`config.mk`:
```
export PLATFORM = sky130hd
export DESIGN_NAME = smc_sram_ahb_if
export DESIGN_NICKNAME = d
export VERILOG_FILES = /design/src/rtl/smc_sram_ahb_if.sv
export SDC_FILE = /design/constraint.sdc
export NUM_CORES = 1
export LEC_CHECK = 0
export ABC_CLOCK_PERIOD_IN_PS = 2400
export CAP_MARGIN = 20
export CORE_ASPECT_RATIO = 0.8
export CORE_UTILIZATION = 42
export DETAILED_ROUTE_END_ITERATION = 8
export HOLD_SLACK_MARGIN = 0.12
export PLACE_DENSITY = 0.81
export SLEW_MARGIN = 30
export SYNTH_ARGS = -nofsm -noshare
export SYNTH_HDL_FRONTEND = slang
export SYNTH_SLANG_ARGS = --single-unit
export TNS_END_PERCENT = 100
```
`constraint.sdc`:
```
create_clock -name pmu_smc_hclk -period 2.4 [get_ports pmu_smc_hclk]
set_input_delay 0.24 -clock pmu_smc_hclk [delete_from_list [all_inputs] [get_ports pmu_smc_hclk]]
set_output_delay 0.24 -clock pmu_smc_hclk [all_outputs]
set_load 0.1 [all_outputs]
```
`src/rtl/smc_sram_ahb_if.sv`:
```
`default_nettype none
// ============================================================================
// Module   : smc_sram_ahb_if
// Purpose  : AHB-Lite slave to single-port synchronous SRAM bridge with a
//            one-entry posted-write buffer and two-cycle ERROR responses.
// Revision : 1.0
// ============================================================================
module smc_sram_ahb_if #(
    parameter int AW = 14
) (
    input  logic          pmu_smc_hclk,
    input  logic          pmu_smc_hrst,
    input  logic          hmain0_smc_hsel,
    input  logic [31:0]   hmain0_smc_haddr,
    input  logic [1:0]    hmain0_smc_htrans,
    input  logic          hmain0_smc_hwrite,
    input  logic [2:0]    hmain0_smc_hsize,
    input  logic [3:0]    hmain0_smc_hprot,
    input  logic [31:0]   hmain0_smc_hwdata,
    output logic [31:0]   smc_hmain0_hrdata,
    output logic          smc_hmain0_hready,
    output logic [1:0]    smc_hmain0_hresp,
    output logic          sram_cen,
    output logic          sram_wen,
    output logic [3:0]    sram_be,
    output logic [AW-1:0] sram_addr,
    output logic [31:0]   sram_wdata,
    input  logic [31:0]   sram_rdata
);

    typedef enum logic [1:0] {
        ST_IDLE = 2'd0,
        ST_WAIT = 2'd1,
        ST_ERR1 = 2'd2,
        ST_ERR2 = 2'd3
    } state_t;

    state_t        state_q, state_d;
    logic          dp_wr_q, dp_wr_d;
    logic          dp_rd_q, dp_rd_d;
    logic [AW-1:0] dp_addr_q, dp_addr_d;
    logic [3:0]    dp_be_q, dp_be_d;
    logic          buf_valid_q, buf_valid_d;
    logic [AW-1:0] buf_addr_q, buf_addr_d;
    logic [3:0]    buf_be_q, buf_be_d;
    logic [31:0]   buf_data_q, buf_data_d;

    logic          w_hready;
    logic [1:0]    w_hresp;
    logic          w_rd_req;
    logic          w_conflict;
    logic          w_acc;
    logic          w_legal;
    logic          w_acc_ok;
    logic          w_acc_err;
    logic          w_rd_issue;
    logic          w_load;
    logic          w_drain;
    logic [3:0]    w_be;
    logic [AW-1:0] w_addr;
    logic [31:0]   w_merge;
    logic          unused_ok;

    assign unused_ok = ^{hmain0_smc_hprot, hmain0_smc_haddr[31:AW+2], hmain0_smc_htrans[0]};
    assign w_addr    = hmain0_smc_haddr[AW+1:2];

    always_comb begin
        w_be    = 4'b0000;
        w_legal = 1'b0;
        case (hmain0_smc_hsize)
            3'd0: begin
                w_be    = 4'b0001 << hmain0_smc_haddr[1:0];
                w_legal = 1'b1;
            end
            3'd1: begin
                w_be    = 4'b0011 << {hmain0_smc_haddr[1], 1'b0};
                w_legal = !hmain0_smc_haddr[0];
            end
            3'd2: begin
                w_be    = 4'b1111;
                w_legal = (hmain0_smc_haddr[1:0] == 2'b00);
            end
            default: ;
        endcase
    end

    // A read address phase that collides with a write data phase while the
    // buffer is still occupied stalls one cycle so the old entry can drain.
    assign w_rd_req   = hmain0_smc_hsel & hmain0_smc_htrans[1] & !hmain0_smc_hwrite;
    assign w_conflict = (state_q == ST_IDLE) & dp_wr_q & buf_valid_q & w_rd_req;

    always_comb begin
        w_hready = 1'b1;
        w_hresp  = 2'b00;
        state_d  = state_q;
        case (state_q)
            ST_IDLE: w_hready = !w_conflict;
            ST_ERR1: begin
                w_hready = 1'b0;
                w_hresp  = 2'b01;
            end
            ST_ERR2: w_hresp = 2'b01;
            default: ;
        endcase

        case (state_q)
            ST_IDLE: begin
                if (w_conflict) begin
                    state_d = ST_WAIT;
                end else if (w_acc_err) begin
                    state_d = ST_ERR1;
                end
            end
            ST_WAIT, ST_ERR2: state_d = w_acc_err ? ST_ERR1 : ST_IDLE;
            ST_ERR1:          state_d = ST_ERR2;
            default:          state_d = ST_IDLE;
        endcase
    end

    assign w_acc      = hmain0_smc_hsel & hmain0_smc_htrans[1] & w_hready;
    assign w_acc_ok   = w_acc & w_legal;
    assign w_acc_err  = w_acc & !w_legal;
    assign w_rd_issue = w_acc_ok & !hmain0_smc_hwrite;
    assign w_load     = dp_wr_q & w_hready;
    assign w_drain    = buf_valid_q & !w_rd_issue;

    always_comb begin
        dp_wr_d   = dp_wr_q;
        dp_rd_d   = dp_rd_q;
        dp_addr_d = dp_addr_q;
        dp_be_d   = dp_be_q;
        if (w_hready) begin
            dp_wr_d   = w_acc_ok & hmain0_smc_hwrite;
            dp_rd_d   = w_acc_ok & !hmain0_smc_hwrite;
            dp_addr_d = w_addr;
            dp_be_d   = w_be;
        end
    end

    always_comb begin
        buf_valid_d = buf_valid_q;
        buf_addr_d  = buf_addr_q;
        buf_be_d    = buf_be_q;
        buf_data_d  = buf_data_q;
        if (w_load) begin
            buf_valid_d = 1'b1;
            buf_addr_d  = dp_addr_q;
            buf_be_d    = dp_be_q;
            buf_data_d  = hmain0_smc_hwdata;
        end else if (w_drain) begin
            buf_valid_d = 1'b0;
        end
    end

    // The port is held idle during reset so a pending posted write is dropped.
    always_comb begin
        sram_cen   = 1'b0;
        sram_wen   = 1'b0;
        sram_be    = 4'b0000;
        sram_addr  = '0;
        sram_wdata = 32'h0;
        if (!pmu_smc_hrst) begin
            if (w_rd_issue) begin
                sram_cen  = 1'b1;
                sram_addr = w_addr;
            end else if (buf_valid_q) begin
                sram_cen   = 1'b1;
                sram_wen   = 1'b1;
                sram_be    = buf_be_q;
                sram_addr  = buf_addr_q;
                sram_wdata = buf_data_q;
            end
        end
    end

    always_comb begin
        w_merge = sram_rdata;
        for (int i = 0; i < 4; i++) begin
            if (buf_valid_q && (buf_addr_q == dp_addr_q) && buf_be_q[i]) begin
                w_merge[i*8 +: 8] = buf_data_q[i*8 +: 8];
            end
        end
    end

    assign smc_hmain0_hrdata = dp_rd_q ? w_merge : 32'h0;
    assign smc_hmain0_hready = w_hready;
    assign smc_hmain0_hresp  = w_hresp;

    always_ff @(posedge pmu_smc_hclk) begin
        if (pmu_smc_hrst) begin
            state_q     <= ST_IDLE;
            dp_wr_q     <= 1'b0;
            dp_rd_q     <= 1'b0;
            dp_addr_q   <= '0;
            dp_be_q     <= 4'b0000;
            buf_valid_q <= 1'b0;
            buf_addr_q  <= '0;
            buf_be_q    <= 4'b0000;
            buf_data_q  <= 32'h0;
        end else begin
            state_q     <= state_d;
            dp_wr_q     <= dp_wr_d;
            dp_rd_q     <= dp_rd_d;
            dp_addr_q   <= dp_addr_d;
            dp_be_q     <= dp_be_d;
            buf_valid_q <= buf_valid_d;
            buf_addr_q  <= buf_addr_d;
            buf_be_q    <= buf_be_d;
            buf_data_q  <= buf_data_d;
        end
    end

endmodule
`default_nettype wire

```
# Yosys cells after proc, flatten, opt, wreduce, memory -nomap -nowiden

Cells that the tools add are included.

$lt $le $gt $ge: 0
Div/mod/pow operators: 0
Equality and inequality tests: 7
Bitwise gates (word level): 12
$mul: 0
Reductions and logical operators: 16
Shift operators: 2
$add $sub $neg: 0
Mux-type cells: 29

Operators by type and width:

| kind                                            | number |
|---|---|
| two-way mux 32 bit                              | 4 |
| two-way mux 14 bit                              | 3 |
| two-way mux 8 bit                               | 4 |
| == test 14 bit                                  | 1 |
| bitwise AND 1 bit                               | 12 |
| two-way mux 4 bit                               | 3 |
| case mux 4 bit (3 select lines)                 | 1 |
| two-way mux 1 bit                               | 8 |
| two-way mux 2 bit                               | 3 |
| case mux 2 bit (3 select lines)                 | 1 |
| logical AND 1 bit                               | 5 |
| zero test 1 bit                                 | 5 |
| == test 2 bit, second input constant            | 2 |
| zero test 2 bit                                 | 2 |
| OR reduction 2 bit                              | 2 |
| << shifter 1 x 2 -> 4 bit, first input constant | 1 |
| << shifter 2 x 2 -> 4 bit, first input constant | 1 |
| == test 3 x 1 -> 1 bit, second input constant   | 1 |
| == test 3 x 2 -> 1 bit, second input constant   | 1 |
| zero test 3 bit                                 | 1 |
| inequality test 3 bit, second input constant    | 1 |
| case mux 1 bit (3 select lines)                 | 1 |
| == test 2 x 1 -> 1 bit, second input constant   | 1 |
| case mux 1 bit (2 select lines)                 | 1 |
| nonzero test 2 bit                              | 1 |

Register bits after elaboration: 73
RAM bits: 0
Memories: 0
Input port bits: 109
Bits in read-only memories: 0
Latch bits: 0
Logic and storage cells: 75

# Depth between registers and ports, before layout

Gate-level depths: netlist of run 1.

Depth after elaboration: 13
Depth in mapped cells: 7
Gate-level depth less buffers: 4

# Least setup slack after synthesis of run 1

OpenSTA, ideal clock, no wires.

Kind: flip-flop to output port
Start point: register buf_addr_q[13]
End point: output smc_hmain0_hrdata[0]
Path buffers: 0
Slack: -0.837 ns
Cell stages (with the launch flop): 5
Arrival time: 2.997 ns
Cells stage by stage: dfxtp_1 xnor2_2 nand4_4 nor4_4 mux2i_1

Longest elaborated chain between the ends: 5

RTL lines:

| element                        | line | text |
|---|---|---|
| start, declared                | 44   | `logic [AW-1:0] buf_addr_q, buf_addr_d;` |
| start signal, assigned         | 207  | `buf_addr_q <= buf_addr_d;` |
| == test 14 bit                 | 179  | `if (buf_valid_q && (buf_addr_q == dp_addr_q) && buf_be_q[i]) begin` |
| logical AND 1 bit (2 in a row) | 179  |  |
| two-way mux 8 bit              | 179  |  |
| two-way mux 32 bit             | 185  | `assign smc_hmain0_hrdata = dp_rd_q ? w_merge : 32'h0;` |
| end, declared                  | 20   | `output logic [31:0] smc_hmain0_hrdata,` |

Every way passes these cells.

# Final worst setup path of run 1

Start point: register buf_addr_q[11]
End point: output smc_hmain0_hrdata[3]

The elaborated chain is that of the path after synthesis.

==> results.toml, run 1 <==
[outcome]
status = "finished, violations left"
violations = "setup timing"

[pwr]
p_sw_uw = 867.1
seqPwrFrac_pct = 39.0
p_sw_share_pct = 26.50
clockPowerShare_pct = 45.3
power.density_mw_per_mm2 = 400.6
leakage_uw = 0.002739
ir_worst_vdd_v = 0.0003921
p_comb_share_pct = 15.8
internal-power_uw = 2405

[clocking]
clk_pin_slew_ns = 0.07
htreeDepth = 3
hold_buffers = 0
clkLatencyLatePin_ns = 0.33
numClockSinks = 73
clock_path_buffers = 2
cts_buffers = 9
root_buffer = "clkbuf_16"
cts_tree = "built"

[floorplanning]
start_util_pct = 43.56
dieArea_mm2 = 0.01046
ios = 196
num_rows = 32
die_x_um = 114.1
fp.dieH_um = 91.66
core_mm2 = 0.009689

[critical_path]
required_ns = 2.16
reg2reg_to = "buf_data_q[29]"
endpoint_kind = "output port"
cp_cell_sequence = "xnor2_4, nand4_4, nor4_4, buf_12, mux2i_4, buf_12"
crit_family = "simple AND/OR/NAND/NOR gates"
worst-r2r-setup-slack_ns = 0.65
cp-start-kind = "register"
worstSetupStartpoint = "buf_addr_q[11]"
cp-endpoint = "smc_hmain0_hrdata[3]"
cpMostUsedCell = "buf_12"
path_depth = 6
cp_slowest_stage_delay_ns = 0.40
timing.rr.start = "state_q[0]"
worst-path-buf-inv = 2
crit_slowest_cell = "nor4_4"
path_class = "reg2out"
arrival_ns = 2.24
crit_fanout = 8
r2r_cells = 6

[synth]
syn_inst = 539
synthDominantCellAreaShare_pct = 34.63
avgSynthCellArea_um2 = 7.830
synth-seq-cells = 73
seq_area_frac_synth_pct = 34.63
synth_fa_ha_area_share_pct = 0
synth.area.mux_share_pct = 7.590
synth_top_cell_by_area = "dfxtp_1"
synth_warnings = 0
synthSimpleGateAreaFrac_pct = 25.08
yosys-top-cells-area = "dfxtp_1 (35%), a21oi_1 (8.8%), nand3_1 (8.2%)"
synth_top_family_by_area = "simple AND/OR/NAND/NOR gates"
yosysUniqueCellTypes = 39
syn_nets = 648
synth_xor_area_share_pct = 4.151
syn-cell-area_mm2 = 0.004220
synth_compound_area_share_pct = 22.65

[routing]
vias = 4874
route.detailed.drc = 0
drtPass1Iterations = 5
via_per_inst = 5.775
wl_per_cell_um = 19.56
first_iter_violations = 403
antenna_left = 0
wl_mm = 16.51

[global_route]
grt_overflow_total = 0
grt_use_total_pct = 30.06
grt_pass1_wl_mm = 24.78
grt_max_degree = 75
grt_pass1_vias = 4812
antenna_found_initial = 0

[flow_run]
max_cap_violations = 0

[cells_and_area]
fin_util_pct = 84.31
multi_input_comb_area_mm2 = 0.003164
area_growth_pct = 93.57
drive_above_1_share_pct = 35.17
n_antenna_cell = 0
fin_nets = 812
final_cells = 844
fillers = 546
regArea_mm2 = 0.001495

[timing]
slew_viol_final = 0
layout_min_cycle_time_ns = 2.480
worst_pin_slew_ns = 0.8058
setup_ws_ns = -0.08031
max_freq_mhz = 403.2
fin_crit_sh_pct = 103.3
maxSlewHeadroom_pct = 46.28
finalSetupViolations = 25
final-hold-violation-count = 0
clock_skew_ns = 0.005144
rsz0062_at_grt = "yes"

[placement]
io_buffers = 173
place.gp.congestion = 0.8140
dp.cells = 819
dp_hpwl_mm = 10.72

[worst_hold_path]
hold_path_class = "in2reg"
-- timing repair --
action,4_1_cts,5_1_grt
gates cloned,0,3
setup endpoints to repair,33,65
setup buffers,2,4
pin swaps,9,11
gates resized for setup,12,31
-- power groups by stage --
stage	Clock [uW]	Combinational [uW]	Sequential, uW
floorplan	0	241	1290
detailed placement	0	476	1300
CTS	1480	496	1280
global placement	0	464	1300
finish	1480	516	1270
global route	1540	542	1280
-- cell families after synthesis --
logic type,after synthesis
AO/OA/AOI/OAI,168
XOR/XNOR,14
AND/OR/NAND/NOR,194
other,1
flip-flops,73
multiplexers,32
buffers and inverters,57
-- state kept, by name, indices dropped and copies added (netlist names), named ones only --
register     count
buf_data_q      32
buf_addr_q      14
dp_addr_q       14
buf_be_q         4
dp_be_q          4
buf_valid_q      1
dp_rd_q          1
dp_wr_q          1
state_q          1
-- stage by stage --
step,area (um2),setup WS [ns],power (uW),TNS [ns],hold WS (ns)
global placement,7516,0.1344,1759,0,0.4546
finish,8169,-0.08031,3272,-0.6701,0.3349
floorplan,4720,-0.4365,1531,-13.97,0.3284
CTS,7921,-0.04818,3253,-0.4317,0.3260
global route,8169,-0.1041,3364,-3.262,0.3325
detailed placement,7516,0.08351,1774,0,0.4606
-- final cells by class --
class	instances	share of cell area [%]
multi-input combinational	409	38.73
sequential	73	18.30
tap	136	2.083
clock buffer	9	2.757
timing repair buffer	206	36.70
inverter	4	0.1838
clock inverter	7	1.241
-- how the worst min path moves through the flow --
| stage | start | endpoint | slack [ns] | cells past startpoint |
|---|---|---|---|---|
| 2_1_floorplan | pmu_smc_hrst | state_q[0] | 0.33 | 1 |
| 3_3_place_gp | dp_be_q[2] | buf_be_q[2] | 0.45 | 2 |
| 3_5_place_dp | dp_be_q[1] | buf_be_q[1] | 0.46 | 2 |
| 4_1_cts | pmu_smc_hrst | buf_valid_q | 0.33 | 3 |
| 5_1_grt | pmu_smc_hrst | buf_valid_q | 0.33 | 3 |
| 6_report | pmu_smc_hrst | buf_valid_q | 0.33 | 3 |
-- worst min-delay path: stages --
cell     delay, ns
buf_2         0.11
or2b_1        0.16
o32ai_1       0.10
-- cell usage after synthesis (all sizes together) --
cell / n
a21o: 2
nor2: 4
o21ba: 1
o221ai: 4
nand2: 65
buf: 9
nand3: 69
or2b: 1
o21bai: 1
nand4: 7
xnor2: 14
o41a: 1
o32ai: 2
conb: 1
nor3: 2
a21boi: 1
nor2b: 2
o21a: 1
dfxtp: 73
a22o: 14
a21oi: 74
nand3b: 1
and2: 37
o21ai: 66
mux2i: 32
a31oi: 1
nor4: 4
inv: 4
and4b: 2
clkbuf: 44
-- layout by cell type (no fill, tap or decap), drive strengths merged, types with 4 or more instances in the layout --
| cell type | netlist | final |
|---|---|---|
| mux2i | 32 | 32 |
| a21oi | 74 | 74 |
| xnor2 | 14 | 14 |
| inv | 4 | 6 |
| nand3 | 69 | 69 |
| dfxtp | 73 | 73 |
| a22o | 14 | 14 |
| clkbuf | 44 | 12 |
| o21ai | 66 | 66 |
| nor4 | 4 | 4 |
| buf | 9 | 117 |
| nor2 | 4 | 4 |
| o221ai | 4 | 4 |
| clkdlybuf4s50 | 0 | 85 |
| nand4 | 7 | 7 |
| nand2 | 65 | 65 |
| and2 | 37 | 37 |
-- layer usage --
layer / track usage (%) / up-vias / wire [um]
li1: - / 2251 / -
met2: 52.98 / 254 / 8532
met5: 0 / - / 0
met4: 11.80 / 0 / 505
met1: 36.34 / 2328 / 6330
met3: 5.089 / 41 / 1136
Note: power is estimated with default switching activity, not from simulation.
==> run 2: changes to the inputs <==
--- a/config.mk
+++ b/config.mk
@@ -12,6 +12,7 @@
 export DETAILED_ROUTE_END_ITERATION = 8
 export HOLD_SLACK_MARGIN = 0.12
 export PLACE_DENSITY = 0.81
+export SETUP_SLACK_MARGIN = 0.05
 export SLEW_MARGIN = 30
 export SYNTH_ARGS = -nofsm -noshare
 export SYNTH_HDL_FRONTEND = slang
==> results.toml, run 2 (synthesis gave the netlist of run 1 again) <==
[critical_path]
worst-r2r-setup-slack_ns = 0.45
cp-start-kind = "register"
cp_cell_sequence = "xnor2_4, nand4_4, nor4_4, buf_12, mux2i_4, buf_12"
crit_fanout = 8
crit_family = "simple AND/OR/NAND/NOR gates"
required_ns = 2.16
cpMostUsedCell = "buf_12"
r2r_cells = 6
timing.rr.start = "state_q[0]"
path_class = "reg2out"
cp_slowest_stage_delay_ns = 0.36
worst-path-buf-inv = 2
arrival_ns = 2.20
crit_slowest_cell = "dfxtp_2"
endpoint_kind = "output port"
reg2reg_to = "buf_addr_q[8]"

[timing]
timing.hold.ws_ns = 0.3161
setup_tns_ns = -0.6826
worst_pin_slew_ns = 0.6254
setup_ws_ns = -0.04108
fin_crit_sh_pct = 101.7
finalSetupViolations = 32
max_freq_mhz = 409.7
maxSlewHeadroom_pct = 58.31
slew_viol_final = 0
rsz0062_at_grt = "yes"
layout_min_cycle_time_ns = 2.441
clock_skew_ns = 0.007451
final-hold-violation-count = 0

[floorplanning]
die_x_um = 114.1
fp.dieH_um = 91.66
core_mm2 = 0.009689
start_util_pct = 43.56
num_rows = 32
ios = 196
dieArea_mm2 = 0.01046

[routing]
wl_mm = 17.28
vias = 4992
via_per_inst = 5.880
route.detailed.drc = 0
antenna_left = 0
drtPass1Iterations = 5
wl_per_cell_um = 20.35
first_iter_violations = 350

[outcome]
violations = "setup timing"
status = "finished, violations left"

[clocking]
cts_buffers = 9
cts_tree = "built"
htreeDepth = 3
clock_path_buffers = 2
numClockSinks = 73
clkLatencyLatePin_ns = 0.33
root_buffer = "clkbuf_16"
clk_pin_slew_ns = 0.06

[pwr]
power.density_mw_per_mm2 = 362.7
p_sw_uw = 811.2
p_comb_share_pct = 17.5
clockPowerShare_pct = 40.0
leakage_uw = 0.002832
seqPwrFrac_pct = 42.5
p_total_uw = 2999
internal-power_uw = 2188
p_sw_share_pct = 27.05
ir_worst_vdd_v = 0.0002996

[cells_and_area]
drive_above_1_share_pct = 37.17
n_antenna_cell = 0
final_cell_mix = "buf_12 (97), clkdlybuf4s50_1 (85), a21oi_1 (72)"
largest_reg_flops = 32
regMostFlops = "buf_data_q"
area_growth_pct = 95.94
fillers = 539
final_cells = 849
layout_commonest_cell = "buf_12"
fin_nets = 817
reg.largest.list = "buf_data_q (32), buf_addr_q (14), dp_addr_q (14)"

[global_route]
grt_use_met2_pct = 50.96
grt_use_total_pct = 29.65
grt_max_degree = 58
grt_pass1_wl_mm = 24.34
grtUsageMet3_pct = 5.882
grtUsageMet1_pct = 36.28
antenna_found_initial = 0
grt-busiest-layer = "met2"
grt_pass1_vias = 4695
grt_overflow_total = 0

[placement]
dp_hpwl_mm = 10.86
io_buffers = 173
place.gp.congestion = 0.8178
dp.cells = 817

[flow_run]
max_cap_violations = 0

[worst_hold_path]
hold_depth = 3
worst_hold_startpoint = "pmu_smc_hrst"
holdPathEnd = "buf_valid_q"
hold_path_class = "in2reg"
==> run 2: cell types whose count changed in the layout (fill, tap and decap cells not counted), moves of 4 or more <==
cell,before,now
and2_4,21,33
a22o_2,10,1
clkbuf_1,0,4
and2_1,16,1
buf_12,93,97
a22o_4,3,13
==> run 2: per-layer routing <==
layer,vias to the layer above,share of wire [%],routed length (um)
met5,-,0,0
li1,2256,-,-
met4,0,3.3,575
met3,53,7.4,1280
met2,288,50,8723
met1,2395,39,6699
==> run 2: stage by stage <==
stage                     setup WS (ns)  util, %  area [um2]
after floorplan                 -0.4365        -        4750
after global placement           0.1596    77.96        7553
after detailed placement        0.08384    77.96        7553
after CTS                      -0.05315    81.42        7889
after global routing            -0.1179    85.34        8269
final                          -0.04108    85.34        8269
==> run 2: layout make-up <==
class / instances / area (um2) / share of cell area (%)
multi-input cells: 409 / 3242 / 39.20
repair buffers: 211 / 3094 / 37.42
flip-flops and latches: 73 / 1490 / 18.02
clock buffers: 13 / 240.2 / 2.905
well taps: 136 / 170.2 / 2.058
clock inverters: 3 / 17.52 / 0.2118
inverters: 4 / 15.01 / 0.1816
==> run 2: worst max path at each step <==
stage | end | slack, ns | cells past startpoint | startpoint
2_1_floorplan | smc_hmain0_hrdata[0] | -0.44 | 4 | dp_addr_q[3]
3_3_place_gp | sram_addr[13] | 0.16 | 7 | hmain0_smc_hsize[0]
3_5_place_dp | sram_addr[13] | 0.08 | 7 | hmain0_smc_hsize[0]
4_1_cts | smc_hmain0_hrdata[26] | -0.05 | 6 | dp_addr_q[10]
5_1_grt | smc_hmain0_hrdata[10] | -0.12 | 6 | buf_addr_q[4]
6_report | smc_hmain0_hrdata[2] | -0.04 | 6 | buf_addr_q[11]
==> run 2: what timing repair did <==
action	in CTS	in global routing
setup endpoints to repair	82	76
setup buffers	3	7
pin swaps	13	24
hold buffers	0	0
cloned	0	6
resized for setup	16	58
==> run 2: tightest hold or removal path, delay by kind of cell <==
kind / cells / cell delay (ns)
and+or+nand+nor: 1 / 0.16
AOI/OAI and AO/OA: 1 / 0.09
buffers and inverters: 1 / 0.11
==> run 2: power groups by stage <==
stage	logic [uW]	clock network (uW)	registers (uW)
2_1_floorplan	241	0	1290
3_3_place_gp	467	0	1300
3_5_place_dp	480	0	1300
4_1_cts	496	1200	1280
5_1_grt	548	1260	1280
6_report	525	1200	1280
==> run 3: changes to the inputs <==
--- a/config.mk
+++ b/config.mk
@@ -5,7 +5,7 @@
 export SDC_FILE = /design/constraint.sdc
 export NUM_CORES = 1
 export LEC_CHECK = 0
-export ABC_CLOCK_PERIOD_IN_PS = 2400
+export ABC_CLOCK_PERIOD_IN_PS = 2350
 export CAP_MARGIN = 20
 export CORE_ASPECT_RATIO = 0.8
 export CORE_UTILIZATION = 42
==> constraint.sdc (replaced) <==
create_clock -name pmu_smc_hclk -period 2.35 [get_ports pmu_smc_hclk]
set_input_delay 0.235 -clock pmu_smc_hclk [delete_from_list [all_inputs] [get_ports pmu_smc_hclk]]
set_output_delay 0.235 -clock pmu_smc_hclk [all_outputs]
set_load 0.1 [all_outputs]
==> results.toml, run 3 (synthesis gave the netlist of run 1 again) <==
[outcome]
status = "finished, violations left"
violations = "setup timing"

[cells_and_area]
largest_reg_flops = 32
layout_commonest_cell = "buf_12"
fin_nets = 828
final_cell_mix = "buf_12 (95), clkdlybuf4s50_1 (85), a21oi_1 (73)"
regMostFlops = "buf_data_q"
reg.largest.list = "buf_data_q (32), buf_addr_q (14), dp_addr_q (14)"
area_growth_pct = 102.5
fin_area_mm2 = 0.008546
n_antenna_cell = 0
drive_above_1_share_pct = 39.97

[pwr]
p_total_uw = 3456
power.density_mw_per_mm2 = 404.5
leakage_uw = 0.002964
ir_worst_vdd_v = 0.0003166

[floorplanning]
fp.dieH_um = 91.66
dieArea_mm2 = 0.01046
num_rows = 32
die_x_um = 114.1
start_util_pct = 43.56
core_mm2 = 0.009689
ios = 196

[global_route]
grt_pass1_wl_mm = 27.04
grt_overflow_total = 0
grt_use_met2_pct = 57.53
grt_max_degree = 75
antenna_found_initial = 0
grt-busiest-layer = "met2"
grt_use_total_pct = 33.19
grt_pass1_vias = 5194
grtUsageMet3_pct = 6.543
grtUsageMet1_pct = 39.99

[routing]
drtPass1Iterations = 5
via_per_inst = 6.073
vias = 5217
wl_mm = 18.99
first_iter_violations = 461
wl_per_cell_um = 22.11
antenna_left = 0
route.detailed.drc = 0

[worst_hold_path]
hold_path_class = "in2reg"

[critical_path]
crit_fanout = 7
worst-path-buf-inv = 5
endpoint_kind = "output port"
cpMostUsedCell = "buf_6"
path_class = "reg2out"
required_ns = 2.12
arrival_ns = 2.26
crit_slowest_cell = "o41a_1"
cp_cell_sequence = "inv_2, o41a_1, buf_6, a31oi_4, buf_6, clkbuf_16, and2_4, buf_12"
cp_slowest_stage_delay_ns = 0.46
crit_family = "buffers and inverters"
cp-start-kind = "register"

[clocking]
clock_path_buffers = 2
hold_buffers = 0
root_buffer = "clkbuf_16"
numClockSinks = 73
clkLatencyLatePin_ns = 0.34
htreeDepth = 3
cts_buffers = 9
clk_pin_slew_ns = 0.06
cts_tree = "built"

[timing]
setup_ws_ns = -0.1401
rsz0062_at_grt = "yes"
layout_min_cycle_time_ns = 2.490
max_freq_mhz = 401.6
setup_tns_ns = -7.411
slew_viol_final = 0
finalSetupViolations = 83
maxSlewHeadroom_pct = 44.75
worst_pin_slew_ns = 0.8288
final-hold-violation-count = 0
fin_crit_sh_pct = 106.0
clock_skew_ns = 0.009986

[flow_run]
max_cap_violations = 0

[placement]
place_area_mm2 = 0.007591
io_buffers = 173
dp_hpwl_mm = 10.90
place.gp.congestion = 0.8433
==> run 3: changes by cell type in the layout (fill, tap and decap cells not counted), sizes merged <==
cell / before / now
dlymetal6s2s: 1 / 0
buf: 121 / 132
clkinvlp: 1 / 0
bufinv: 0 / 3
clkbuf: 17 / 14
dlygate4sd2: 0 / 1
==> run 3: cell type report <==
type / instances / area [um2]
tap: 136 / 170.2
sequential: 73 / 1510
inverter: 4 / 15.01
clock inverter: 5 / 103.9
fill: 451 / 1144
timing repair buffer: 222 / 3211
multi-input combinational: 409 / 3297
clock buffer: 10 / 239.0
==> run 3: final timing paths <==
kind / startpoint / end / slack, ns / cells past startpoint
max: buf_valid_q / sram_wdata[8] / -0.14 / 8
min: pmu_smc_hrst / buf_valid_q / 0.40 / 3
max reg2reg: state_q[0] / buf_addr_q[0] / 0.34 / 6
min reg2reg: dp_be_q[2] / dp_be_q[2] / 0.47 / 2
==> run 3: stage by stage <==
step | hold WS (ns) | util [%] | setup WS (ns) | cells
final | 0.3976 | 88.20 | -0.1401 | 859
after CTS | 0.3504 | 85.85 | -0.09468 | 852
after global placement | 0.4584 | 78.34 | 0.1422 | 822
after global routing | 0.3837 | 88.20 | -0.1921 | 859
after detailed placement | 0.4616 | 78.34 | 0.09971 | 822
after floorplan | 0.3234 | - | -0.4815 | 539
==> run 3: per-layer routing <==
metal,part of all wire [%],up-vias
met4,4.8,0
met2,50,353
met3,8.3,75
met5,0,-
li1,-,2278
met1,36,2511
==> run 3: where the power goes <==
| part | switching [uW] | internal (uW) | leakage [uW] |
|---|---|---|---|
| Clock | 538 | 1060 | 0.000169 |
| Combinational | 289 | 265 | 0.00219 |
| Sequential | 41.7 | 1260 | 0.000606 |
==> run 3: repair_timing <==
| item | in CTS | in global routing |
|---|---|---|
| buffers inserted | 11 | 5 |
| pin swaps | 29 | 25 |
| resized for setup | 59 | 43 |
| cloned | 4 | 3 |
| endpoints found under the setup margin | 82 | 83 |
==> run 3: worst reg2reg max path: cells and delay by family (launching register included) <==
kind	cells	cell delay (ns)
AO/OA/AOI/OAI	3	0.69
buffers and inverters	3	0.89
flip-flops	1	0.34
